### src/rtl/cpu_bus_pkg.sv
// Shared types and helpers for the CPU-side bus controller.
package cpu_bus_pkg;

   localparam int unsigned MAX_ADDR_W = 32;

   // FSM encoding
   localparam logic [0:0] IDLE   = 1'b0;
   localparam logic [0:0] ACCESS = 1'b1;

   // Index width for a channel count; a single channel still needs one bit.
   function automatic int unsigned sel_w(input int unsigned n);
      return (n > 1) ? $clog2(n) : 1;
   endfunction

   function automatic logic ch_hit(input logic [MAX_ADDR_W-1:0] addr,
                                   input logic [MAX_ADDR_W-1:0] base,
                                   input logic [MAX_ADDR_W-1:0] mask);
      return (addr & mask) == (base & mask);
   endfunction

endpackage

### src/rtl/cpu_bus_if.sv
// CPU-side handshake: request from the core, data/ready/error back to it.
interface cpu_bus_if #(
   parameter int unsigned ADDR_W = 16,
   parameter int unsigned DATA_W = 8
) ();
   logic              syn_clk;
   logic [ADDR_W-1:0] addr_out;
   logic [DATA_W-1:0] data_out;
   logic              ren;
   logic              wen;
   logic [DATA_W-1:0] data_in;
   logic              rdy;
   logic              bus_err;

   modport master (output syn_clk, addr_out, data_out, ren, wen,
                   input  data_in, rdy, bus_err);
   modport slave  (input  syn_clk, addr_out, data_out, ren, wen,
                   output data_in, rdy, bus_err);
endinterface

### src/rtl/cpu_addr_decoder.sv
// Priority address decoder: lowest-index matching channel wins.
module cpu_addr_decoder
   import cpu_bus_pkg::*;
#(
   parameter int unsigned               NUM_CH  = 4,
   parameter int unsigned               ADDR_W  = 16,
   parameter logic [NUM_CH*ADDR_W-1:0]  CH_BASE = '0,
   parameter logic [NUM_CH*ADDR_W-1:0]  CH_MASK = '0
) (
   input  logic [ADDR_W-1:0]         addr,
   output logic                      hit,
   output logic [sel_w(NUM_CH)-1:0]  sel
);
   localparam int unsigned SEL_W = sel_w(NUM_CH);

   // Scan downward so the lowest matching index is the last one written.
   always_comb begin
      hit = 1'b0;
      sel = '0;
      for (int i = NUM_CH - 1; i >= 0; i--) begin
         if (ch_hit(MAX_ADDR_W'(addr),
                    MAX_ADDR_W'(CH_BASE[i*ADDR_W +: ADDR_W]),
                    MAX_ADDR_W'(CH_MASK[i*ADDR_W +: ADDR_W]))) begin
            hit = 1'b1;
            sel = SEL_W'(i);
         end
      end
   end
endmodule

### src/rtl/cpu_bus_ctrl.sv
// CPU bus controller: decodes, strobes one channel, stretches rdy for wait
// states / target ack, and keeps an open-bus value on data_in.
module cpu_bus_ctrl
   import cpu_bus_pkg::*;
#(
   parameter int unsigned               NUM_CH  = 4,
   parameter int unsigned               ADDR_W  = 16,
   parameter int unsigned               DATA_W  = 8,
   parameter int unsigned               WAIT_W  = 3,
   parameter logic [NUM_CH*ADDR_W-1:0]  CH_BASE = '0,
   parameter logic [NUM_CH*ADDR_W-1:0]  CH_MASK = '0,
   parameter logic [NUM_CH*WAIT_W-1:0]  CH_WAIT = '0,
   parameter logic [NUM_CH-1:0]         CH_ACK  = '0
) (
   input  logic                     clk,
   input  logic                     rst,
   cpu_bus_if.slave                 cpu,
   output logic [ADDR_W-1:0]        ch_addr,
   output logic [DATA_W-1:0]        ch_wdata,
   output logic [NUM_CH-1:0]        ch_ren,
   output logic [NUM_CH-1:0]        ch_wen,
   input  logic [NUM_CH*DATA_W-1:0] ch_rdata,
   input  logic [NUM_CH-1:0]        ch_ack
);
   localparam int unsigned SEL_W = sel_w(NUM_CH);

   logic [0:0]        state_q, state_d;
   logic [SEL_W-1:0]  sel_q, sel_d;
   logic [WAIT_W-1:0] cnt_q, cnt_d;
   logic              is_wr_q, is_wr_d;
   logic [ADDR_W-1:0] ch_addr_q, ch_addr_d;
   logic [DATA_W-1:0] ch_wdata_q, ch_wdata_d;
   logic [NUM_CH-1:0] ch_ren_q, ch_ren_d, ch_wen_q, ch_wen_d;
   logic [DATA_W-1:0] data_in_q, data_in_d;
   logic              bus_err_q, bus_err_d;

   logic              dec_hit;
   logic [SEL_W-1:0]  dec_sel;
   logic [WAIT_W-1:0] wait_dec;
   logic [DATA_W-1:0] rdata_sel;
   logic              ack_sel, ack_req_sel;
   logic              done_c;

   cpu_addr_decoder #(
      .NUM_CH  (NUM_CH),
      .ADDR_W  (ADDR_W),
      .CH_BASE (CH_BASE),
      .CH_MASK (CH_MASK)
   ) u_dec (
      .addr (cpu.addr_out),
      .hit  (dec_hit),
      .sel  (dec_sel)
   );

   // Per-channel muxes: wait count for the decoded channel, data/ack for the latched one.
   always_comb begin
      wait_dec    = '0;
      rdata_sel   = '0;
      ack_sel     = 1'b0;
      ack_req_sel = 1'b0;
      for (int i = 0; i < NUM_CH; i++) begin
         if (SEL_W'(i) == dec_sel) wait_dec = CH_WAIT[i*WAIT_W +: WAIT_W];
         if (SEL_W'(i) == sel_q) begin
            rdata_sel   = ch_rdata[i*DATA_W +: DATA_W];
            ack_sel     = ch_ack[i];
            ack_req_sel = CH_ACK[i];
         end
      end
   end

   assign done_c  = (state_q == ACCESS) && (cnt_q == '0) && (!ack_req_sel || ack_sel);
   assign cpu.rdy = (state_q == IDLE) || done_c;

   always_comb begin
      state_d    = state_q;
      sel_d      = sel_q;
      cnt_d      = cnt_q;
      is_wr_d    = is_wr_q;
      ch_addr_d  = ch_addr_q;
      ch_wdata_d = ch_wdata_q;
      ch_ren_d   = ch_ren_q;
      ch_wen_d   = ch_wen_q;
      data_in_d  = data_in_q;
      bus_err_d  = 1'b0;
      case (state_q)
         IDLE: begin
            if (cpu.syn_clk && (cpu.ren || cpu.wen)) begin
               bus_err_d = cpu.ren && cpu.wen;
               if (dec_hit) begin
                  state_d    = ACCESS;
                  sel_d      = dec_sel;
                  cnt_d      = wait_dec;
                  is_wr_d    = cpu.wen;
                  ch_addr_d  = cpu.addr_out;
                  ch_wdata_d = cpu.data_out;
                  if (cpu.wen) ch_wen_d = NUM_CH'(1) << dec_sel;
                  else         ch_ren_d = NUM_CH'(1) << dec_sel;
               end else if (cpu.wen) begin
                  data_in_d = cpu.data_out;
               end
            end
         end
         default: begin
            if (cnt_q != '0) cnt_d = cnt_q - WAIT_W'(1);
            if (done_c) begin
               data_in_d = is_wr_q ? ch_wdata_q : rdata_sel;
               state_d   = IDLE;
               ch_ren_d  = '0;
               ch_wen_d  = '0;
            end
         end
      endcase
   end

   always_ff @(posedge clk) begin
      if (!rst) begin
         state_q    <= IDLE;
         sel_q      <= '0;
         cnt_q      <= '0;
         is_wr_q    <= 1'b0;
         ch_addr_q  <= '0;
         ch_wdata_q <= '0;
         ch_ren_q   <= '0;
         ch_wen_q   <= '0;
         data_in_q  <= '0;
         bus_err_q  <= 1'b0;
      end else begin
         state_q    <= state_d;
         sel_q      <= sel_d;
         cnt_q      <= cnt_d;
         is_wr_q    <= is_wr_d;
         ch_addr_q  <= ch_addr_d;
         ch_wdata_q <= ch_wdata_d;
         ch_ren_q   <= ch_ren_d;
         ch_wen_q   <= ch_wen_d;
         data_in_q  <= data_in_d;
         bus_err_q  <= bus_err_d;
      end
   end

   assign ch_addr     = ch_addr_q;
   assign ch_wdata    = ch_wdata_q;
   assign ch_ren      = ch_ren_q;
   assign ch_wen      = ch_wen_q;
   assign cpu.data_in = data_in_q;
   assign cpu.bus_err = bus_err_q;
endmodule

### src/flat_wrapper.sv
// flat-port wrapper written by rule: the top's interface ports become plain ports
module cpu_bus_ctrl_flat import cpu_bus_pkg::*;
#(
   parameter int unsigned               NUM_CH  = 4,
   parameter int unsigned               ADDR_W  = 16,
   parameter int unsigned               DATA_W  = 8,
   parameter int unsigned               WAIT_W  = 3,
   parameter logic [NUM_CH*ADDR_W-1:0]  CH_BASE = '0,
   parameter logic [NUM_CH*ADDR_W-1:0]  CH_MASK = '0,
   parameter logic [NUM_CH*WAIT_W-1:0]  CH_WAIT = '0,
   parameter logic [NUM_CH-1:0]         CH_ACK  = '0
)
  (clk, rst, ch_addr, ch_wdata, ch_ren, ch_wen, ch_rdata, ch_ack, cpu_syn_clk, cpu_addr_out, cpu_data_out, cpu_ren, cpu_wen, cpu_data_in, cpu_rdy, cpu_bus_err);
  cpu_bus_if #(.ADDR_W(ADDR_W), .DATA_W(DATA_W)) cpu_i ();
  input  logic clk;
  input  logic rst;
  output logic [ADDR_W-1:0] ch_addr;
  output logic [DATA_W-1:0] ch_wdata;
  output logic [NUM_CH-1:0] ch_ren;
  output logic [NUM_CH-1:0] ch_wen;
  input  logic [NUM_CH*DATA_W-1:0] ch_rdata;
  input  logic [NUM_CH-1:0] ch_ack;
  input wire logic [$bits(cpu_i.syn_clk)-1:0] cpu_syn_clk;
  input wire logic [$bits(cpu_i.addr_out)-1:0] cpu_addr_out;
  input wire logic [$bits(cpu_i.data_out)-1:0] cpu_data_out;
  input wire logic [$bits(cpu_i.ren)-1:0] cpu_ren;
  input wire logic [$bits(cpu_i.wen)-1:0] cpu_wen;
  output wire logic [$bits(cpu_i.data_in)-1:0] cpu_data_in;
  output wire logic [$bits(cpu_i.rdy)-1:0] cpu_rdy;
  output wire logic [$bits(cpu_i.bus_err)-1:0] cpu_bus_err;
  assign cpu_i.syn_clk = cpu_syn_clk;
  assign cpu_i.addr_out = cpu_addr_out;
  assign cpu_i.data_out = cpu_data_out;
  assign cpu_i.ren = cpu_ren;
  assign cpu_i.wen = cpu_wen;
  assign cpu_data_in = cpu_i.data_in;
  assign cpu_rdy = cpu_i.rdy;
  assign cpu_bus_err = cpu_i.bus_err;
  cpu_bus_ctrl #(.NUM_CH(NUM_CH), .ADDR_W(ADDR_W), .DATA_W(DATA_W), .WAIT_W(WAIT_W), .CH_BASE(CH_BASE), .CH_MASK(CH_MASK), .CH_WAIT(CH_WAIT), .CH_ACK(CH_ACK)) u_core (.clk(clk), .rst(rst), .cpu(cpu_i), .ch_addr(ch_addr), .ch_wdata(ch_wdata), .ch_ren(ch_ren), .ch_wen(ch_wen), .ch_rdata(ch_rdata), .ch_ack(ch_ack));
endmodule
### config.mk
export PLATFORM = sky130hd
export DESIGN_NAME = cpu_bus_ctrl_flat
export DESIGN_NICKNAME = d
export VERILOG_FILES = /design/src/rtl/cpu_bus_pkg.sv /design/src/rtl/cpu_bus_if.sv /design/src/rtl/cpu_addr_decoder.sv /design/src/rtl/cpu_bus_ctrl.sv /design/src/flat_wrapper.sv
export SDC_FILE = /design/constraint.sdc
export NUM_CORES = 1
export LEC_CHECK = 0
export ABC_AREA = 1
export BUFFER_PORTS_ARGS = -buffer_cell sky130_fd_sc_hd__buf_2
export CORE_MARGIN = 10
export CORE_UTILIZATION = 42
export CTS_CLUSTER_DIAMETER = 50
export DETAILED_ROUTE_END_ITERATION = 10
export PLACE_DENSITY = 0.88
export SETUP_SLACK_MARGIN = 0.4
export SYNTH_ARGS = -nofsm -noshare
export SYNTH_HDL_FRONTEND = slang
export SYNTH_SLANG_ARGS = --single-unit
### constraint.sdc
create_clock -name clk -period 1.4 [get_ports clk]
set_input_delay 0.21 -clock clk [delete_from_list [all_inputs] [get_ports clk]]
set_output_delay 0.21 -clock clk [all_outputs]
set_load 0.02 [all_outputs]
==> results <==
- VDD sags by at most roughly 0.00065 V.
- Adding up every negative setup slack in the final design gives 0 ns.
- Setup repair after global routing could not meet its margin everywhere.
- Counting instances, the worst hold path has a depth of 3.
- The half-perimeter wire length after detailed placement is about 3400 um.
- The post-synthesis instance area is about 0.0017 sq mm.
- The final layout contains routed wiring with a total length of between 6000 and 7000 um.
- The count of buffers inserted at the top-level ports is 72.
- The vias per cell is ~4.9.
- The number of routed nets with antenna violations is 0.
- The final max-slew violation count is 0.
- The number of levels the H-tree was split into is 2.
- The worst hold path begins at cpu_addr_out[14].
- The clock net in this run drives a total of 40 sinks.
- In this run the critical register-to-register path is captured at u_core.cnt_q[1].
- The cell count after synthesis is 235.
- The clock slew seen by the registers of the worst setup and hold paths is roughly 0.08 ns.
- The maximum number of buffers from clock root to sink is 2.
- The worst-path maximum fanout is 2.
- Counting the buffers created by CTS gives 5.
- Dividing the synthesized area by the synthesized cell count gives between 7 and 8 sq um.
- The number of iterations in the first detailed-routing pass is 4.
- Derived from the worst setup path, the maximum achievable clock frequency is slightly below 0.8 GHz.
- The number of distinct library cell variants in the gate-level netlist after synthesis is 20.
- The total non-filler cell area in the finished layout is 0.00301 sq mm.
- Once placement finished, the instance area stood at slightly above 0.002 sq mm.
- Synthesis inferred 40 register bits.
- For this configuration, the core starts out at a cell density of 0.445.
- The repair_antennas step left the layout with diodes totalling 0.
- The first global-routing pass estimated 9230 um of wire.
- STA classifies the critical path endpoint as an output pin.
- The wire length per cell is around 17 um.
- The final-report setup violation count is 0.
- The number of fillers in the final layout is roughly 260.
- The capture endpoint of the worst hold path is u_core.ch_addr[14].
- The die covers about 0.007 sq mm.
- The total area inside the core boundary comes to around 0.0038 sq mm.
- In the final layout, the share of cells above drive strength 1 is 0.616.
- In this run, the number of DRC markers left after iteration 0 of detailed routing was 93.
- The initialized floorplan defines 22 standard-cell rows.
- The setup slack at placement is around 0.22 ns.
- The final count of hold timing violations is 0.
- For flop-to-flop paths, the worst setup slack is ~0.12 ns.
- Yosys printed 0 warnings.
- The startpoint identified for the worst register-to-register timing path is u_core.cnt_q[0].
- The worst path meets setup with 0.101 ns of slack.
- The TritonCTS clock tree is done.
- The worst setup path is launched from a flip-flop.
- The worst path in the final design needs a cycle of around 1.3 ns, including I/O delays and setup.
- The die span in x is approximately 83 um.
- For this design the static power due to leakage is approximately 1.5 nW.
- The worst register-to-register path has a depth of 9.
- The power density over the cells is roughly 960 mW/mm^2.
- The synthesis-to-finish area growth is 79.4%.
- The cell chosen for the clock root is sky130_fd_sc_hd__clkbuf_8.
- Overall power consumption after layout is estimated at approximately 2.9 mW.
- Of the available clock period, the critical path in the final layout requires 0.928.
- For this run the aggregate overflow at the end of global routing stands at 0.
- The initial antenna violation count is 0.
- The flow ran to the end, and the final reports show no timing, DRC or antenna violations.
- Across the routed clock network, the largest skew measured is between 0.01 and 0.015 ns.
- The worst hold path belongs to the class input port to flip-flop.
- For this run, the register share of the synthesized area comes to 0.477.
- The remaining design rule violation count is 0.
- The total of max-cap violations is 0.
- The total of hold buffers inserted after clock tree synthesis is 0.
- Summing over every cut layer, the via total after detailed routing is ~1,900.
- The number of nets at the end of the flow is ~400.
- For the worst-skew pair, the clock arrives at the later sink with an insertion delay of around 0.29 ns.
- Routability-driven placement finished with a final weighted congestion of roughly 0.76.
- In this run the count of I/O pins placed on the die edge is roughly 110.
- The global-route usage over all layers is 0.160.
- Entering global routing, the biggest net connects 24 pins.
- The die is approximately 83 um tall.
- At the worst endpoint, the required time is roughly 1.2 ns.
- The endpoint arrival time on the critical path is about 1.1 ns.
- The number of global-route vias before repair is 1,813.
- The critical path is of the flip-flop to output pin type.
sequential cells by signal, indices dropped and copies added (netlist names):
| name | count |
|---|---|
| u_core.is_wr_q | 1 |
| u_core.ch_ren | 1 |
| u_core.cnt_q | 3 |
| u_core.cpu.bus_err | 1 |
| u_core.ch_wen | 1 |
| u_core.ch_addr | 16 |
| u_core.cpu.data_in | 8 |
| u_core.ch_wdata | 8 |
| u_core.state_q | 1 |
synthesized netlist by cell type:
cell,n,share of area
sky130_fd_sc_hd__nand3_1,2,0.0060
sky130_fd_sc_hd__conb_1,1,0.0022
sky130_fd_sc_hd__ha_1,2,0.015
sky130_fd_sc_hd__dfxtp_1,40,0.48
sky130_fd_sc_hd__nand2_1,35,0.078
sky130_fd_sc_hd__nand2_2,1,0.0037
sky130_fd_sc_hd__nor3_1,1,0.0030
sky130_fd_sc_hd__inv_2,1,0.0022
sky130_fd_sc_hd__nor2_1,67,0.15
sky130_fd_sc_hd__a21oi_1,7,0.021
sky130_fd_sc_hd__inv_1,26,0.058
sky130_fd_sc_hd__buf_8,1,0.0089
sky130_fd_sc_hd__buf_2,2,0.0060
sky130_fd_sc_hd__buf_6,3,0.020
sky130_fd_sc_hd__o21ai_1,5,0.015
sky130_fd_sc_hd__clkbuf_1,4,0.0089
sky130_fd_sc_hd__o21ai_0,28,0.084
sky130_fd_sc_hd__nor2_2,1,0.0037
sky130_fd_sc_hd__buf_4,7,0.031
sky130_fd_sc_hd__nand3_2,1,0.0060
layout make-up:
class,instances,area [sq um],area share
Multi-Input combinational cell,158,955,0.317
Timing Repair inverter,3,43.8,0.0145
Clock buffer,6,72.6,0.0241
Inverter,27,120,0.0399
Tap cell,48,60.1,0.0200
Timing Repair Buffer,106,907,0.301
Clock inverter,1,5.00,0.00166
Sequential cell,40,847,0.281
worst max-delay path: stages (launching register included):
cell	delay, ns
sky130_fd_sc_hd__dfxtp_2	0.34
sky130_fd_sc_hd__inv_2	0.05
sky130_fd_sc_hd__ha_4	0.16
sky130_fd_sc_hd__nand2_4	0.07
sky130_fd_sc_hd__nand2_4	0.05
sky130_fd_sc_hd__buf_6	0.12
cells in the final DEF, fill, tap and decap left out, types with 6 or more instances in the layout:
cell type,n
sky130_fd_sc_hd__nor2_2,13
sky130_fd_sc_hd__buf_2,36
sky130_fd_sc_hd__buf_6,15
sky130_fd_sc_hd__nor2_1,51
sky130_fd_sc_hd__inv_1,22
sky130_fd_sc_hd__dfxtp_2,34
sky130_fd_sc_hd__conb_1,6
sky130_fd_sc_hd__o21ai_0,8
sky130_fd_sc_hd__buf_4,44
sky130_fd_sc_hd__nand2_1,30
sky130_fd_sc_hd__o21ai_2,21
routing by layer:
layer	global-route usage	share of wire	up-vias	wire length, um
li1	-	-	925	-
met1	0.172	0.37	900	2540
met2	0.285	0.53	85	3610
met3	0.0645	0.072	15	489
met4	0.0354	0.021	0	139
met5	0	0	-	0
kinds of logic (layout without fill, tap and decap cells):
group | count (synthesis) | count (layout) | share of synthesized area
adder cells (fa/ha/maj) | 2 | 2 | 0.0149
other | 1 | 6 | 0.00223
AND/OR/NAND/NOR | 108 | 110 | 0.251
flip-flops | 40 | 40 | 0.477
AO/OA/AOI/OAI | 40 | 40 | 0.119
buffers and inverters | 44 | 143 | 0.136
stage by stage:
step	cells	hold WS, ns	utilization
final	389	0.161	0.798
after global routing	389	0.176	0.798
after CTS	376	0.152	0.713
after detailed placement	347	0.453	0.547
after global placement	347	0.444	0.547
after floorplan	240	0.346	-
how the worst max path moves through the flow:
stage / startpoint / to / slack (ns) / cells after the start
after global placement: cpu_syn_clk / u_core.ch_ren[0] / 0.24 / 7
after global routing: u_core.cnt_q[1] / u_core.cnt_q[1] / 0.05 / 9
final: u_core.cnt_q[0] / cpu_rdy / 0.10 / 5
after detailed placement: u_core.state_q / u_core.ch_ren[0] / 0.22 / 5
after floorplan: u_core.cnt_q[0] / u_core.cnt_q[0] / 0.38 / 7
after CTS: u_core.cnt_q[0] / cpu_rdy / 0.10 / 5
power by group:
group          internal (mW)  leakage (nW)  switching, mW  total (mW)
logic                  0.402          1.08          0.452       0.854
clock network          0.339        0.0410          0.391       0.730
registers               1.24         0.342         0.0724        1.31
total                   1.98          1.47          0.915        2.89
timing repair:
item,4_1_cts,5_1_grt
cloned,9,0
setup buffers,13,13
setup endpoints to repair,56,72
pin swaps,19,14
gates resized for setup,104,79
Note: power is estimated with default switching activity, not from simulation.
